[config.mk]
export PLATFORM = sky130hd
export DESIGN_NAME = pipe_skid_reg
export DESIGN_NICKNAME = d
export VERILOG_FILES = /design/src/rtl/pipe_skid_reg.sv
export SDC_FILE = /design/constraint.sdc
export NUM_CORES = 1
export LEC_CHECK = 0
export BUFFER_PORTS_ARGS = -buffer_cell sky130_fd_sc_hd__buf_2
export CORE_ASPECT_RATIO = 0.7
export CORE_MARGIN = 2
export CORE_UTILIZATION = 47
export DETAILED_ROUTE_END_ITERATION = 8
export PLACE_DENSITY = 0.75
export SYNTH_ARGS = -nofsm -noshare
export SYNTH_HDL_FRONTEND = slang
export SYNTH_SLANG_ARGS = --single-unit
[constraint.sdc]
create_clock -name clk -period 2.03 [get_ports clk]
set_input_delay 0.203 -clock clk [delete_from_list [all_inputs] [get_ports clk]]
set_output_delay 0.203 -clock clk [all_outputs]
set_load 0.01 [all_outputs]
[src/rtl/pipe_skid_reg.sv]
// pipe_skid_reg -- two-entry skid register between the id and ex stages.
//
// The main register drives out_data directly. The skid register catches the
// entry that arrives in the same cycle downstream stalls, so in_ready can be
// a flop rather than a combinational path from out_ready.
//
// Ports:
//   clk        rising-edge clock
//   rst        synchronous reset, active low
//   flush      synchronous kill of all held entries and of any concurrent input
//   in_valid   upstream entry valid
//   in_ready   registered; equals !skid_valid
//   in_data    upstream payload (DATA_W)
//   out_valid  downstream entry valid
//   out_ready  downstream consumes the entry this cycle
//   out_data   registered payload; NOP_VALUE whenever out_valid is 0
//   occ        number of held entries, 0..2
//   stall_cnt  cycles with out_valid && !out_ready (PIPE_PERF_CNT_EN only)
//   bubble_cnt cycles with !out_valid (PIPE_PERF_CNT_EN only)
//
// Optional feature macro: PIPE_PERF_CNT_EN adds the two saturating counters.
// Reset clears them; flush does not.

module pipe_skid_reg #(
  parameter int unsigned          DATA_W    = 81,
  parameter logic [DATA_W-1:0]    NOP_VALUE = '0
) (
  input  logic              clk,
  input  logic              rst,
  input  logic              flush,
  input  logic              in_valid,
  output logic              in_ready,
  input  logic [DATA_W-1:0] in_data,
  output logic              out_valid,
  input  logic              out_ready,
  output logic [DATA_W-1:0] out_data,
  output logic [1:0]        occ
`ifdef PIPE_PERF_CNT_EN
  ,
  output logic [31:0]       stall_cnt,
  output logic [31:0]       bubble_cnt
`endif
);

  typedef enum logic [1:0] {
    EMPTY = 2'd0,
    ONE   = 2'd1,
    FULL  = 2'd2
  } state_e;

  state_e            state_q, state_d;
  logic [DATA_W-1:0] main_q, main_d;
  logic [DATA_W-1:0] skid_q, skid_d;
  logic              in_ready_q, in_ready_d;
  logic              in_fire, out_fire;

  assign out_valid = (state_q != EMPTY);
  assign out_data  = main_q;
  assign in_ready  = in_ready_q;
  assign occ       = state_q;

  assign in_fire   = in_valid && in_ready_q;
  assign out_fire  = out_valid && out_ready;

  always_comb begin
    state_d = state_q;
    main_d  = main_q;
    skid_d  = skid_q;
    unique case (state_q)
      EMPTY: begin
        if (in_fire) begin
          main_d  = in_data;
          state_d = ONE;
        end
      end
      ONE: begin
        if (in_fire && out_fire) begin
          main_d  = in_data;
        end else if (in_fire) begin
          skid_d  = in_data;
          state_d = FULL;
        end else if (out_fire) begin
          // Park the bubble value so out_data reads NOP while empty.
          main_d  = NOP_VALUE;
          state_d = EMPTY;
        end
      end
      FULL: begin
        // in_ready is low here, so in_fire cannot occur.
        if (out_fire) begin
          main_d  = skid_q;
          skid_d  = NOP_VALUE;
          state_d = ONE;
        end
      end
      default: begin
        state_d = EMPTY;
        main_d  = NOP_VALUE;
        skid_d  = NOP_VALUE;
      end
    endcase
    // Flush overrides the handshake update and drops any concurrent input.
    if (flush) begin
      state_d = EMPTY;
      main_d  = NOP_VALUE;
      skid_d  = NOP_VALUE;
    end
    in_ready_d = (state_d != FULL);
  end

  always_ff @(posedge clk) begin
    if (!rst) begin
      state_q    <= EMPTY;
      main_q     <= NOP_VALUE;
      skid_q     <= NOP_VALUE;
      in_ready_q <= 1'b1;
    end else begin
      state_q    <= state_d;
      main_q     <= main_d;
      skid_q     <= skid_d;
      in_ready_q <= in_ready_d;
    end
  end

`ifdef PIPE_PERF_CNT_EN
  logic [31:0] stall_cnt_q, stall_cnt_d;
  logic [31:0] bubble_cnt_q, bubble_cnt_d;

  // Counters look at the pre-edge state, so flush cycles are counted too.
  always_comb begin
    stall_cnt_d  = stall_cnt_q;
    bubble_cnt_d = bubble_cnt_q;
    if (out_valid && !out_ready && (stall_cnt_q != 32'hFFFF_FFFF))
      stall_cnt_d = stall_cnt_q + 32'd1;
    if (!out_valid && (bubble_cnt_q != 32'hFFFF_FFFF))
      bubble_cnt_d = bubble_cnt_q + 32'd1;
  end

  always_ff @(posedge clk) begin
    if (!rst) begin
      stall_cnt_q  <= '0;
      bubble_cnt_q <= '0;
    end else begin
      stall_cnt_q  <= stall_cnt_d;
      bubble_cnt_q <= bubble_cnt_d;
    end
  end

  assign stall_cnt  = stall_cnt_q;
  assign bubble_cnt = bubble_cnt_q;
`endif

endmodule

# Yosys cells after proc, flatten, opt, wreduce, memory -nomap -nowiden
# Cells that the tools add are included.
# W data, S select, Z words.
# totals
input_bits	86
output_inout_bits	85
reg_bits	165
# op_classes
bitwise_logic	2
muxes	15
eq_ne	9
reduce_logical	8
# op_table
cell	count
$mux W81	6
$pmux W81 S3	2
$mux W2	6
$ne A2 B2 Y1 const B	5
$reduce_and A4 Y1	2
$ne A3 B3 Y1 const B	2
$pmux W2 S3	1
$logic_and A1 B1 Y1	3
$eq A2 B1 Y1 const B	1
$eq A2 B2 Y1 const B	1
$logic_not A2 Y1	1
$not A1 Y1	2
$reduce_bool A2 Y1	1
$reduce_or A2 Y1	1

# Depth between registers and ports, before layout
# logic_depth
word_depth	8
mapped_depth	7

# Worst setup path after synthesis
# Ideal clock, no wire load.
# synth_path
path_type	register to register
from	reg state_q[0] (netlist: occ[0])
to	reg main_q[34] (netlist: out_data[34])
path_buffers	3
slack_ps	555
stages_incl_launch_ff	8
setup_time_ps	128
t_arrival_ps	1347
cell_sequence	dfxtp_1 buf_2 a21oi_1 a22o_1 buf_4 buf_6 a22oi_1 nor2_1
# synth_between
elab_chain_len	5
word_cells_on_any_way	13
cone_classes	eq/ne: 6; mux: 2; reduce/logical: 5
# synth_rtl
element	line	rtl
start: declaration	51	state_e state_q, state_d;
start signal: assignment	118	state_q <= state_d;
$reduce_bool A2 Y1	57	assign out_valid = (state_q != EMPTY);
$logic_and A1 B1 Y1	63	assign out_fire = out_valid && out_ready;
$logic_and A1 B1 Y1	77	if (in_fire && out_fire) begin
$ne A3 B3 Y1 (no source line) / $mux W81 (equally long branches)	n/a	
$reduce_and A4 Y1 (no source line) / $pmux W81 S3 (equally long branches)	n/a	
end signal: assignment	119	main_q <= main_d;
end: declaration	52	logic [DATA_W-1:0] main_q, main_d;
# Several ways; a longest one is shown, not always the timed one.
# A chain may end at the register's enable or synchronous reset.

# Worst setup path after layout
# layout_path
from	reg state_q[0] (netlist: occ[0])
to	out out_valid
# layout_between
elab_chain_len	1
# layout_rtl
element	line	rtl
$reduce_bool A2 Y1	57	
end: declaration	34	output logic out_valid,
# Every way passes these cells.

==> run_results.csv <==
group,metric,value,unit
clock_network,htree_levels,4,
global_route,grt_start_max_net_pins,82,
drt,drt-total-wl,19.82,mm
pwr,netSwitchingPower,1.941,mW
sta,slew_headroom,65.19,%
layout,drive_gt1_share,24.03,%
floorplan,initial_core_util,48.57,%
yosys,synth_edf_count,0,
setup_path,crit_fanout,40,
yosys,synth_top_area_share,41.23,%
status,status,"finished clean",
yosys,synthSimpleGateAreaFrac,15.10,%
clock_network,clkLatencyLatePin,0.42,ns
pwr,p_comb_share,12.3,%
floorplan,die_area,18120,um2
setup_path,cp.required,1.83,ns
sta,fmax,0.5238,GHz
setup_path,worstSetupStartpoint,"occ[0]",
layout,nets,1055,
floorplan,fp.dieH,113.2,um
drt,vias_per_cell,5.469,
sta,rsz0062_at_grt,"false",
layout,multi_input_area,4249,um2
setup_path,setup.worst_path.end_class,"output port",
yosys,synth_xor_area_share,0,%
yosys,synth_top_flop_cell,"dfxtp_1",
floorplan,die-width,160.0,um
clock_network,clockBufferDepth,2,
floorplan,ios,171,
yosys,synth_area_leaders,"dfxtp_1, mux2i_1, o2bb2ai_1, nor2_1, a22oi_1",
pwr,max-vdd-ir-drop,0.5211,mV
pwr,intPower,5.968,mW
floorplan,design.core.area,16490,um2
placement,gp_congestion,0.7351,
yosys,yosysTopAreaCell,"dfxtp_1",
clock_network,cts_tree,"built",
yosys,synth.avg_cell_area,9.560,um2
placement,place.port_buffers,170,
global_route,grt_pass1_wl,32.00,mm
global_route,grt-ovfl-total,0,
yosys,muxShareOfSynthArea,20.37,%
sta,timing.final.crit_share,94.04,%
sta,period_minus_slack,1.909,ns
sta,tightest_slew,0.5221,ns
yosys,ys_types,27,
floorplan,rows,39,
clock_network,post-cts-setup-buffers,0,
layout,fillers,1493,
drt,drc_errors,0,
drt,num_vias,6612,
pwr,p_per_area,821.4,nW/um2
setup_path,rr_startpoint,"occ[1]",
yosys,yosysSeqAreaShare,41.23,%
yosys,syn_nets,924,
placement,dpl.hpwl,12.37,mm
drt,wl_per_cell,16.40,um
yosys,synth_common_cells,"dfxtp_1, nor2_1, mux2i_1",
layout,syn2layout_area_growth,20.19,%
sta,finalHoldViolCount,0,
yosys,async_flop_share,0,%
clock_network,ctsResizeCount,0,
min_path,hold_start,"out_ready",
pwr,p_leak,3.732,nW
global_route,first_global_vias,6220,
drt,ant_nets,0,
pwr,fin_total_pwr,7.909,mW
clock_network,root_buffer,"clkbuf_16",
yosys,ys_seq_elements,165,
pwr,p_clk_share,45.3,%
setup_path,crit_type,"reg -> out",
yosys,synthAdderAreaFrac,0,%
sta,setup_slack,0.1210,ns
yosys,synth_top_family_by_area,"multiplexers",
min_path,min_path_type,"in -> reg",
sta,setup_tns,0,ns
global_route,antenna_found_initial,2,
setup_path,startpoint_type,"register",
global_route,grt.total_usage,21.86,%
yosys,synth_warnings,0,
clock_network,cts_sinks,165,
clock_network,cts_buffers,17,
placement,post-place-ws,0.4148,ns
yosys,netlist_area,8011,um2
drt,drt_iter0_drc,498,
setup_path,arrival,1.71,ns
clock_network,clk_pin_slew,0.06,ns
clock_network,hold_buffers,0,
pwr,power_frac_seq,42.4,%
pwr,switching_share,24.54,%
yosys,synth_compound_area_share,17.13,%
sta,maxSlewViolCount,0,
yosys,syn_inst,838,
sta,setup_viol,0,
job,max_cap_viol_count,0,
layout,seqCellArea,3311,um2
sta,skew,0.01077,ns
yosys,yosysMostFrequentCell,"dfxtp_1",
drt,dr.pass1.iters,5,
metrics by stage:
stage | cells | util [%] | instance area (um2) | hold WS, ns
floorplan | 838 | - | 8011 | 0.4021
finish | 1209 | 58.38 | 9629 | 0.09709
global route | 1207 | 58.35 | 9624 | 0.1020
detailed placement | 1175 | 54.37 | 8967 | 0.4850
global placement | 1175 | 54.37 | 8967 | 0.4740
CTS | 1207 | 58.35 | 9624 | 0.07437
flip-flops by register name, indices dropped and copies added, names as in the netlist:
name	flops
out_data	81
skid_q	81
occ	2
in_ready	1
worst max-delay path, cell delays in order, from the launching register on:
cell	delay [ns]
dfxtp_4	0.50
buf_4	0.45
or2_2	0.20
buf_2	0.12
layout by cell type (no fill, tap or decap), drive strengths merged, types with 2 or more instances in the layout:
cell / n
nand3b: 4
clkbuf: 20
buf: 195
mux2i: 163
and2: 81
clkinv: 6
bufinv: 5
nor2: 164
a22oi: 81
o2bb2ai: 81
a21oi: 2
diode: 2
dfxtp: 165
power groups by stage:
stage / registers, mW / logic [mW] / clock network, mW
floorplan: 3.45 / 0.630 / 0
global placement: 3.43 / 0.955 / 0
detailed placement: 3.43 / 0.965 / 0
CTS: 3.36 / 0.972 / 3.65
global route: 3.36 / 1.07 / 3.80
finish: 3.36 / 0.970 / 3.58
cell families (layout without fill, tap and decap cells):
kind of cell,Yosys count,in the layout
AOI/OAI and AO/OA,169,169
other,0,2
muxes,163,163
buffers and inverters,83,227
DFF,165,165
and+or+nand+nor,258,258
final timing paths:
check,end,slack [ns],cells past startpoint
worst max-delay path,out_valid,0.12,3
worst min-delay path,occ[1],0.1,2
worst max register to register,out_data[69],0.39,5
worst min register to register,skid_q[12],0.49,2
routing by layer:
metal | global-route usage [%] | part of all wire (%) | vias to the layer above
li1 | - | - | 3258
met1 | 30.14 | 49 | 3142
met2 | 34.23 | 43 | 199
met3 | 6.452 | 6.8 | 11
met4 | 4.444 | 0.50 | 2
met5 | 0 | 0.066 | -
final cells by class:
cell class	instances	area share, %
multi-input combinational	590	44.13
timing repair buffer	195	11.69
antenna	2	0.05198
tap	225	2.924
clock inverter	12	2.079
sequential	165	34.38
clock buffer	20	4.743
(Power assumes the default switching activity.)
